[src/rtl/sr_regfile_sb_if.sv]
// sr_regfile_sb_if
// Bundles the read, issue, writeback and status signals of the
// SimpleRisc register file / scoreboard into one interface.
//   master : decode/issue/writeback side (drives addresses, strobes, data)
//   slave  : the register file (returns read data, ready flags, status)
// Signals:
//   rd_adr_1/2, rd_data_1/2, rd_rdy_1/2 : two combinational read ports
//   alloc_en/alloc_adr                  : mark a destination pending at issue
//   wb_en/wb_adr/wb_data                : writeback port
//   flush                               : clear every pending bit
//   alloc_err, busy_count, idle         : registered status
interface sr_regfile_sb_if #(
    parameter int DATA_W = 32,
    parameter int ADDR_W = 4
);
    logic [ADDR_W-1:0] rd_adr_1;
    logic [ADDR_W-1:0] rd_adr_2;
    logic [DATA_W-1:0] rd_data_1;
    logic [DATA_W-1:0] rd_data_2;
    logic              rd_rdy_1;
    logic              rd_rdy_2;
    logic              alloc_en;
    logic [ADDR_W-1:0] alloc_adr;
    logic              wb_en;
    logic [ADDR_W-1:0] wb_adr;
    logic [DATA_W-1:0] wb_data;
    logic              flush;
    logic              alloc_err;
    logic [ADDR_W:0]   busy_count;
    logic              idle;

    modport master (
        output rd_adr_1, rd_adr_2, alloc_en, alloc_adr,
               wb_en, wb_adr, wb_data, flush,
        input  rd_data_1, rd_data_2, rd_rdy_1, rd_rdy_2,
               alloc_err, busy_count, idle
    );

    modport slave (
        input  rd_adr_1, rd_adr_2, alloc_en, alloc_adr,
               wb_en, wb_adr, wb_data, flush,
        output rd_data_1, rd_data_2, rd_rdy_1, rd_rdy_2,
               alloc_err, busy_count, idle
    );
endinterface

[src/rtl/sr_regfile_sb.sv]
// sr_regfile_sb
// Register file with per-register scoreboard for the pipelined SimpleRisc
// core: one write port, two bypassed combinational read ports, a pending
// bit per register (set at issue, cleared at writeback), optional
// hardwired zero register, flush of all pending bits, and registered
// alloc-error / outstanding-write count / idle status.
// Ports:
//   clk   : clock, all state updates on the rising edge
//   reset : asynchronous, active-high
//   bus   : sr_regfile_sb_if.slave (reads, alloc, writeback, flush, status)
module sr_regfile_sb #(
    parameter int              DATA_W       = 32,
    parameter int              NUM_REGS     = 16,
    parameter int              ADDR_W       = $clog2(NUM_REGS),
    parameter logic [DATA_W-1:0] RESET_VAL    = 32'h1,
    parameter int              SP_IDX       = 2,
    parameter logic [DATA_W-1:0] SP_RESET_VAL = 32'h5,
    parameter bit              ZERO_REG     = 1'b0
) (
    input logic           clk,
    input logic           reset,
    sr_regfile_sb_if.slave bus
);

    logic [DATA_W-1:0]   regs_q [NUM_REGS];
    logic [NUM_REGS-1:0] pending_q;
    logic [NUM_REGS-1:0] pending_d;
    logic                allocErr_q;
    logic                allocErr_d;
    logic [ADDR_W:0]     busyCount_q;
    logic [ADDR_W:0]     busyCount_d;
    logic                idle_q;

    logic                wbWrite;
    logic                allocTake;

    logic [ADDR_W-1:0]   rdAdr  [2];
    logic [DATA_W-1:0]   rdData [2];
    logic                rdRdy  [2];

    // Zero register wins over the stack-pointer reset value if both
    // land on index 0.
    function automatic logic [DATA_W-1:0] initValue(input int idx);
        if (ZERO_REG && idx == 0)
            return '0;
        else if (idx == SP_IDX)
            return SP_RESET_VAL;
        else
            return RESET_VAL;
    endfunction

    // Writes and allocs aimed at a hardwired zero register are dropped
    // here so that register 0 can never become pending.
    always_comb begin
        wbWrite   = bus.wb_en && !(ZERO_REG && bus.wb_adr == '0);
        allocTake = bus.alloc_en && !bus.flush
                    && !(ZERO_REG && bus.alloc_adr == '0);
    end

    // Writeback clears first, then alloc sets, so a same-cycle alloc and
    // writeback to one register leaves it pending for the new producer.
    // Flush overrides both.
    always_comb begin
        pending_d = pending_q;
        if (wbWrite)
            pending_d[bus.wb_adr] = 1'b0;
        if (allocTake)
            pending_d[bus.alloc_adr] = 1'b1;
        if (bus.flush)
            pending_d = '0;
    end

    // An alloc is only an error when the register stays pending from an
    // earlier issue, i.e. it is not retired by a writeback this cycle.
    always_comb begin
        allocErr_d = allocTake && pending_q[bus.alloc_adr]
                     && !(wbWrite && bus.wb_adr == bus.alloc_adr);
    end

    always_comb begin
        busyCount_d = '0;
        for (int i = 0; i < NUM_REGS; i++)
            busyCount_d = busyCount_d + (ADDR_W+1)'(pending_d[i]);
    end

    always_ff @(posedge clk or posedge reset) begin
        if (reset) begin
            for (int i = 0; i < NUM_REGS; i++)
                regs_q[i] <= initValue(i);
        end else if (wbWrite) begin
            regs_q[bus.wb_adr] <= bus.wb_data;
        end
    end

    always_ff @(posedge clk or posedge reset) begin
        if (reset) begin
            pending_q   <= '0;
            allocErr_q  <= 1'b0;
            busyCount_q <= '0;
            idle_q      <= 1'b1;
        end else begin
            pending_q   <= pending_d;
            allocErr_q  <= allocErr_d;
            busyCount_q <= busyCount_d;
            idle_q      <= (busyCount_d == '0);
        end
    end

    // Read ports: zero register, then writeback bypass, then the array.
    // The bypass uses the raw wb strobe; with ZERO_REG the r0 case is
    // already resolved by the first branch.
    always_comb begin
        rdAdr[0] = bus.rd_adr_1;
        rdAdr[1] = bus.rd_adr_2;
        for (int p = 0; p < 2; p++) begin
            rdData[p] = regs_q[rdAdr[p]];
            rdRdy[p]  = ~pending_q[rdAdr[p]];
            if (ZERO_REG && rdAdr[p] == '0) begin
                rdData[p] = '0;
                rdRdy[p]  = 1'b1;
            end else if (bus.wb_en && bus.wb_adr == rdAdr[p]) begin
                rdData[p] = bus.wb_data;
                rdRdy[p]  = 1'b1;
            end
        end
    end

    assign bus.rd_data_1  = rdData[0];
    assign bus.rd_data_2  = rdData[1];
    assign bus.rd_rdy_1   = rdRdy[0];
    assign bus.rd_rdy_2   = rdRdy[1];
    assign bus.alloc_err  = allocErr_q;
    assign bus.busy_count = busyCount_q;
    assign bus.idle       = idle_q;

endmodule

[src/flat_wrapper.sv]
// flat-port wrapper written by rule: the top's interface ports become plain ports
module sr_regfile_sb_flat 
#(
    parameter int              DATA_W       = 32,
    parameter int              NUM_REGS     = 16,
    parameter int              ADDR_W       = $clog2(NUM_REGS),
    parameter logic [DATA_W-1:0] RESET_VAL    = 32'h1,
    parameter int              SP_IDX       = 2,
    parameter logic [DATA_W-1:0] SP_RESET_VAL = 32'h5,
    parameter bit              ZERO_REG     = 1'b0
)
  (clk, reset, bus_rd_adr_1, bus_rd_adr_2, bus_alloc_en, bus_alloc_adr, bus_wb_en, bus_wb_adr, bus_wb_data, bus_flush, bus_rd_data_1, bus_rd_data_2, bus_rd_rdy_1, bus_rd_rdy_2, bus_alloc_err, bus_busy_count, bus_idle);
  sr_regfile_sb_if #(.DATA_W(DATA_W), .ADDR_W(ADDR_W)) bus_i ();
  input logic clk;
  input logic reset;
  input wire logic [$bits(bus_i.rd_adr_1)-1:0] bus_rd_adr_1;
  input wire logic [$bits(bus_i.rd_adr_2)-1:0] bus_rd_adr_2;
  input wire logic [$bits(bus_i.alloc_en)-1:0] bus_alloc_en;
  input wire logic [$bits(bus_i.alloc_adr)-1:0] bus_alloc_adr;
  input wire logic [$bits(bus_i.wb_en)-1:0] bus_wb_en;
  input wire logic [$bits(bus_i.wb_adr)-1:0] bus_wb_adr;
  input wire logic [$bits(bus_i.wb_data)-1:0] bus_wb_data;
  input wire logic [$bits(bus_i.flush)-1:0] bus_flush;
  output wire logic [$bits(bus_i.rd_data_1)-1:0] bus_rd_data_1;
  output wire logic [$bits(bus_i.rd_data_2)-1:0] bus_rd_data_2;
  output wire logic [$bits(bus_i.rd_rdy_1)-1:0] bus_rd_rdy_1;
  output wire logic [$bits(bus_i.rd_rdy_2)-1:0] bus_rd_rdy_2;
  output wire logic [$bits(bus_i.alloc_err)-1:0] bus_alloc_err;
  output wire logic [$bits(bus_i.busy_count)-1:0] bus_busy_count;
  output wire logic [$bits(bus_i.idle)-1:0] bus_idle;
  assign bus_i.rd_adr_1 = bus_rd_adr_1;
  assign bus_i.rd_adr_2 = bus_rd_adr_2;
  assign bus_i.alloc_en = bus_alloc_en;
  assign bus_i.alloc_adr = bus_alloc_adr;
  assign bus_i.wb_en = bus_wb_en;
  assign bus_i.wb_adr = bus_wb_adr;
  assign bus_i.wb_data = bus_wb_data;
  assign bus_i.flush = bus_flush;
  assign bus_rd_data_1 = bus_i.rd_data_1;
  assign bus_rd_data_2 = bus_i.rd_data_2;
  assign bus_rd_rdy_1 = bus_i.rd_rdy_1;
  assign bus_rd_rdy_2 = bus_i.rd_rdy_2;
  assign bus_alloc_err = bus_i.alloc_err;
  assign bus_busy_count = bus_i.busy_count;
  assign bus_idle = bus_i.idle;
  sr_regfile_sb #(.DATA_W(DATA_W), .NUM_REGS(NUM_REGS), .ADDR_W(ADDR_W), .RESET_VAL(RESET_VAL), .SP_IDX(SP_IDX), .SP_RESET_VAL(SP_RESET_VAL), .ZERO_REG(ZERO_REG)) u_core (.clk(clk), .reset(reset), .bus(bus_i));
endmodule
[config.mk]
export PLATFORM = sky130hd
export DESIGN_NAME = sr_regfile_sb_flat
export DESIGN_NICKNAME = d
export VERILOG_FILES = /design/src/rtl/sr_regfile_sb_if.sv /design/src/rtl/sr_regfile_sb.sv /design/src/flat_wrapper.sv
export SDC_FILE = /design/constraint.sdc
export NUM_CORES = 1
export LEC_CHECK = 0
export ABC_AREA = 1
export BUFFER_PORTS_ARGS = -buffer_cell sky130_fd_sc_hd__buf_2
export CAP_MARGIN = 30
export CORE_MARGIN = 8
export CORE_UTILIZATION = 50
export DETAILED_ROUTE_END_ITERATION = 8
export PLACE_DENSITY = 0.67
export SKIP_CTS_REPAIR_TIMING = 1
export SLEW_MARGIN = 20
export SYNTH_ARGS = -nofsm -noshare
export SYNTH_HDL_FRONTEND = slang
export SYNTH_SLANG_ARGS = --single-unit
[constraint.sdc]
create_clock -name clk -period 43.5 [get_ports clk]
set_clock_uncertainty 0.2 [all_clocks]
set_input_delay 4.35 -clock clk [delete_from_list [all_inputs] [get_ports clk]]
set_output_delay 4.35 -clock clk [all_outputs]
set_load 0.01 [all_outputs]
==> impl_results.md <==
* Pwr Density at 46.5 mW/mm^2
* Total of max-cap violations at 0
* Initial antenna violation count at 1
* Clk sinks at 535
* R2R cell count at 14
* Site Rows at 91
* Hold Vio Cnt, Final at 0
* Average wire per standard cell at 20.7 microns
* Top delay family on crit path: buffers and inverters
* Largest net degree at the start of global routing at 191
* Post-Synthesis Cells at 4568
* Status: completed
* Hold endpoint: u_core.regs_q[416]
* Worst-path clk slew at 0.06 ns
* NumNets Final at 4486
* Die area at 0.0699 sq mm
* Grt ovf at 0
* Post-route minimum period at 12.14 ns
* CP max-delay cell: inv_2
* Synth area leader: dfrtp_1
* GP Congestion at 0.845
* Ratio of cells with drive above 1 in the final layout at 0.0734
* Worst setup path class: in -> out
* Antenna diode count at 0
* Worst-path cell chain: buf_6 -> inv_6 -> o22ai_1 -> inv_2 -> nand3_4 -> nand2_1 -> nand2_1 -> buf_2
* Sequential fraction of the synthesis area at 0.434
* Lkg Pwr at 16.6 nW
* Met1 GRT Util at 0.406
* HP Class: reg -> reg
* Max Root-Sink Buffers at 3
* Least-Margin Pin Slew at 1.05 ns
* # H-tree levels at 2
* Global Route Usage Sum at 0.304
* Min-delay src: u_core.regs_q[416]
* CTS Root Buffer Type: clkbuf_16
* CP max FO at 77
* Max VDD drop at 0.0319 mV
* Syn Nets at 4636
* Setup_tns at 0 ns
* Worst Path Buf+Inv at 4
* Synth top area share at 0.419
* R2R Setup Slk at 38.71 ns
* Reg2reg start: u_core.pending_q[1]
* Final setup violation count at 0
* Worst setup EP type: output pin
* Initial Utilization at 0.503
* Synth Register Bits at 535
* CTS buffer count at 60
* Slew headroom at 0.301
* Drt first pass iters at 6
* Core area at 0.0614 sq mm
* Die Y at 264 microns
* Number of global-route vias before repair at 29.1k
* CTS tree: yes
* Slowest Stage Delay on Critical Path at 0.80 ns
* # IOs at 126
* Slew Limit Fails at 0
* Netlist cell types at 28
* Fmax at 0.0824 GHz
* Routing usage on met3 at 0.0455
* Critical path arrival at 7.59 ns
* Mapped cell area at 0.0309 sq mm
* Met2 Resource Use GR at 0.491
* IO buf count at 125
* CP required at 38.95 ns
* Gr busiest metal: met2
* Via Count at 30.8k
* Routed Wire Length at 109 mm
* Area Growth Syn to Fin at 9.66%
* Post-Syn Area per Cell at 6.76 sq um
* Via density at 5.85
* Iter 0 DRT Violations at 4160
* RR Endpoint: u_core.bus.idle
* Yosys warns at 0
* CP dominant cell by count: nand2_1
* Total power draw at 0.00158 W
* Hpwl dp at 53.9 mm
* Drt drc at 0
* Area contributors post-synth: dfrtp_1 42%, nand2_1 25%, nand3_1 13%
* Die X at 264 microns
* ANT nets after route at 0
* Depth of the worst hold-timing path at 2
* Hold WS at 0.292 ns
* Clock Latency Late Sink at 0.62 ns
* Finished Layout Cells at 5259
* First-pass GRT wire length at 170 mm
* Startpoint types: input pin
* RSZ-0062 raised after global routing: no
* Final Cycle Share at 0.279
* Placed insts at 5144
[cells by family (layout without fill, tap and decap cells)]
group / Yosys count / count (layout) / synth area share
AO/OA/AOI/OAI: 570 / 570 / 0.0936
XOR/XNOR: 3 / 3 / 0.000851
adder cells (fa/ha/maj): 15 / 15 / 0.00851
buffers and inverters: 494 / 395 / 0.0667
flip-flops: 535 / 535 / 0.434
AND/OR/NAND/NOR: 2951 / 2951 / 0.396
[Yosys cell counts (all sizes together)]
cell type / n
xor2: 1
buf: 209
o211ai: 8
clkinv: 1
nor3: 2
nand3b: 1
clkbuf: 171
xnor2: 2
a21oi: 90
o22ai: 4
fa: 10
ha: 5
nand4: 35
nand3: 806
dfstp: 18
a21boi: 1
inv: 113
nand2: 2021
o21ai: 467
dfrtp: 517
nor2: 86
[state kept, by name, indices dropped and copies added, names as in the netlist]
signal                 count
u_core.pending_q          16
u_core.bus.busy_count      5
u_core.bus.idle            1
u_core.bus.alloc_err       1
u_core.regs_q            512
[worst max-delay path by stage]
stage	to	slack (ns)	startpoint	cells after the start
floorplan	u_core.bus.alloc_err	24.03	reset	1
global placement	bus_rd_data_2[17]	30.89	bus_rd_adr_2[1]	8
detailed placement	bus_rd_data_2[13]	31.32	bus_rd_adr_2[1]	8
CTS	bus_rd_data_2[31]	31.32	bus_rd_adr_2[1]	8
global route	bus_rd_data_2[14]	31.20	bus_rd_adr_2[1]	8
finish	bus_rd_data_2[13]	31.36	bus_rd_adr_2[1]	8
[per-stage QoR]
step	utilization	setup slack, ns	instance area [sq um]
finish	0.552	31.36	33800
global route	0.552	31.20	33800
CTS	0.551	31.32	33800
detailed placement	0.514	31.32	31500
global placement	0.511	30.89	31300
floorplan	-	24.03	30900
[layout by cell type, fill, tap and decap left out, drive strengths merged, types with 2 or more instances in the layout]
cell type	instances
inv	113
clkbuf	91
ha	5
buf	168
clkinv	10
xnor2	2
a21oi	90
nand2	2021
dfrtp	517
nor2	86
o22ai	4
fa	10
nor3	2
o21ai	467
o211ai	8
bufinv	12
nand4	35
nand3	806
dfstp	18
[tightest hold or removal path: stages (launching register included)]
cell and delay (ns):
dfstp_2 0.37, nand2_1 0.05, o21ai_1 0.06
[report_power, final]
part | internal (W) | total [W] | switching (W)
combinational | 0.000116 | 0.000316 | 0.000199
clock | 0.000361 | 0.000579 | 0.000218
sequential | 0.000601 | 0.000680 | 0.0000783
[per-layer routing]
metal	vias to the layer above	wire [microns]
li1	14500	-
met1	14300	44300
met2	1623	49000
met3	293	10700
met4	2	5010
met5	-	13
[layout make-up]
class                           count  area (sq um)
Sequential cell                   535         13400
Tap cell                          790           988
Multi-Input combinational cell   3539         15500
Clock buffer                       91          1840
Fill cell                        6026         27500
Inverter                          114           464
Clock inverter                     22           428
Timing Repair Buffer              168          1190
No activity file was read; power rests on OpenSTA's default activity.
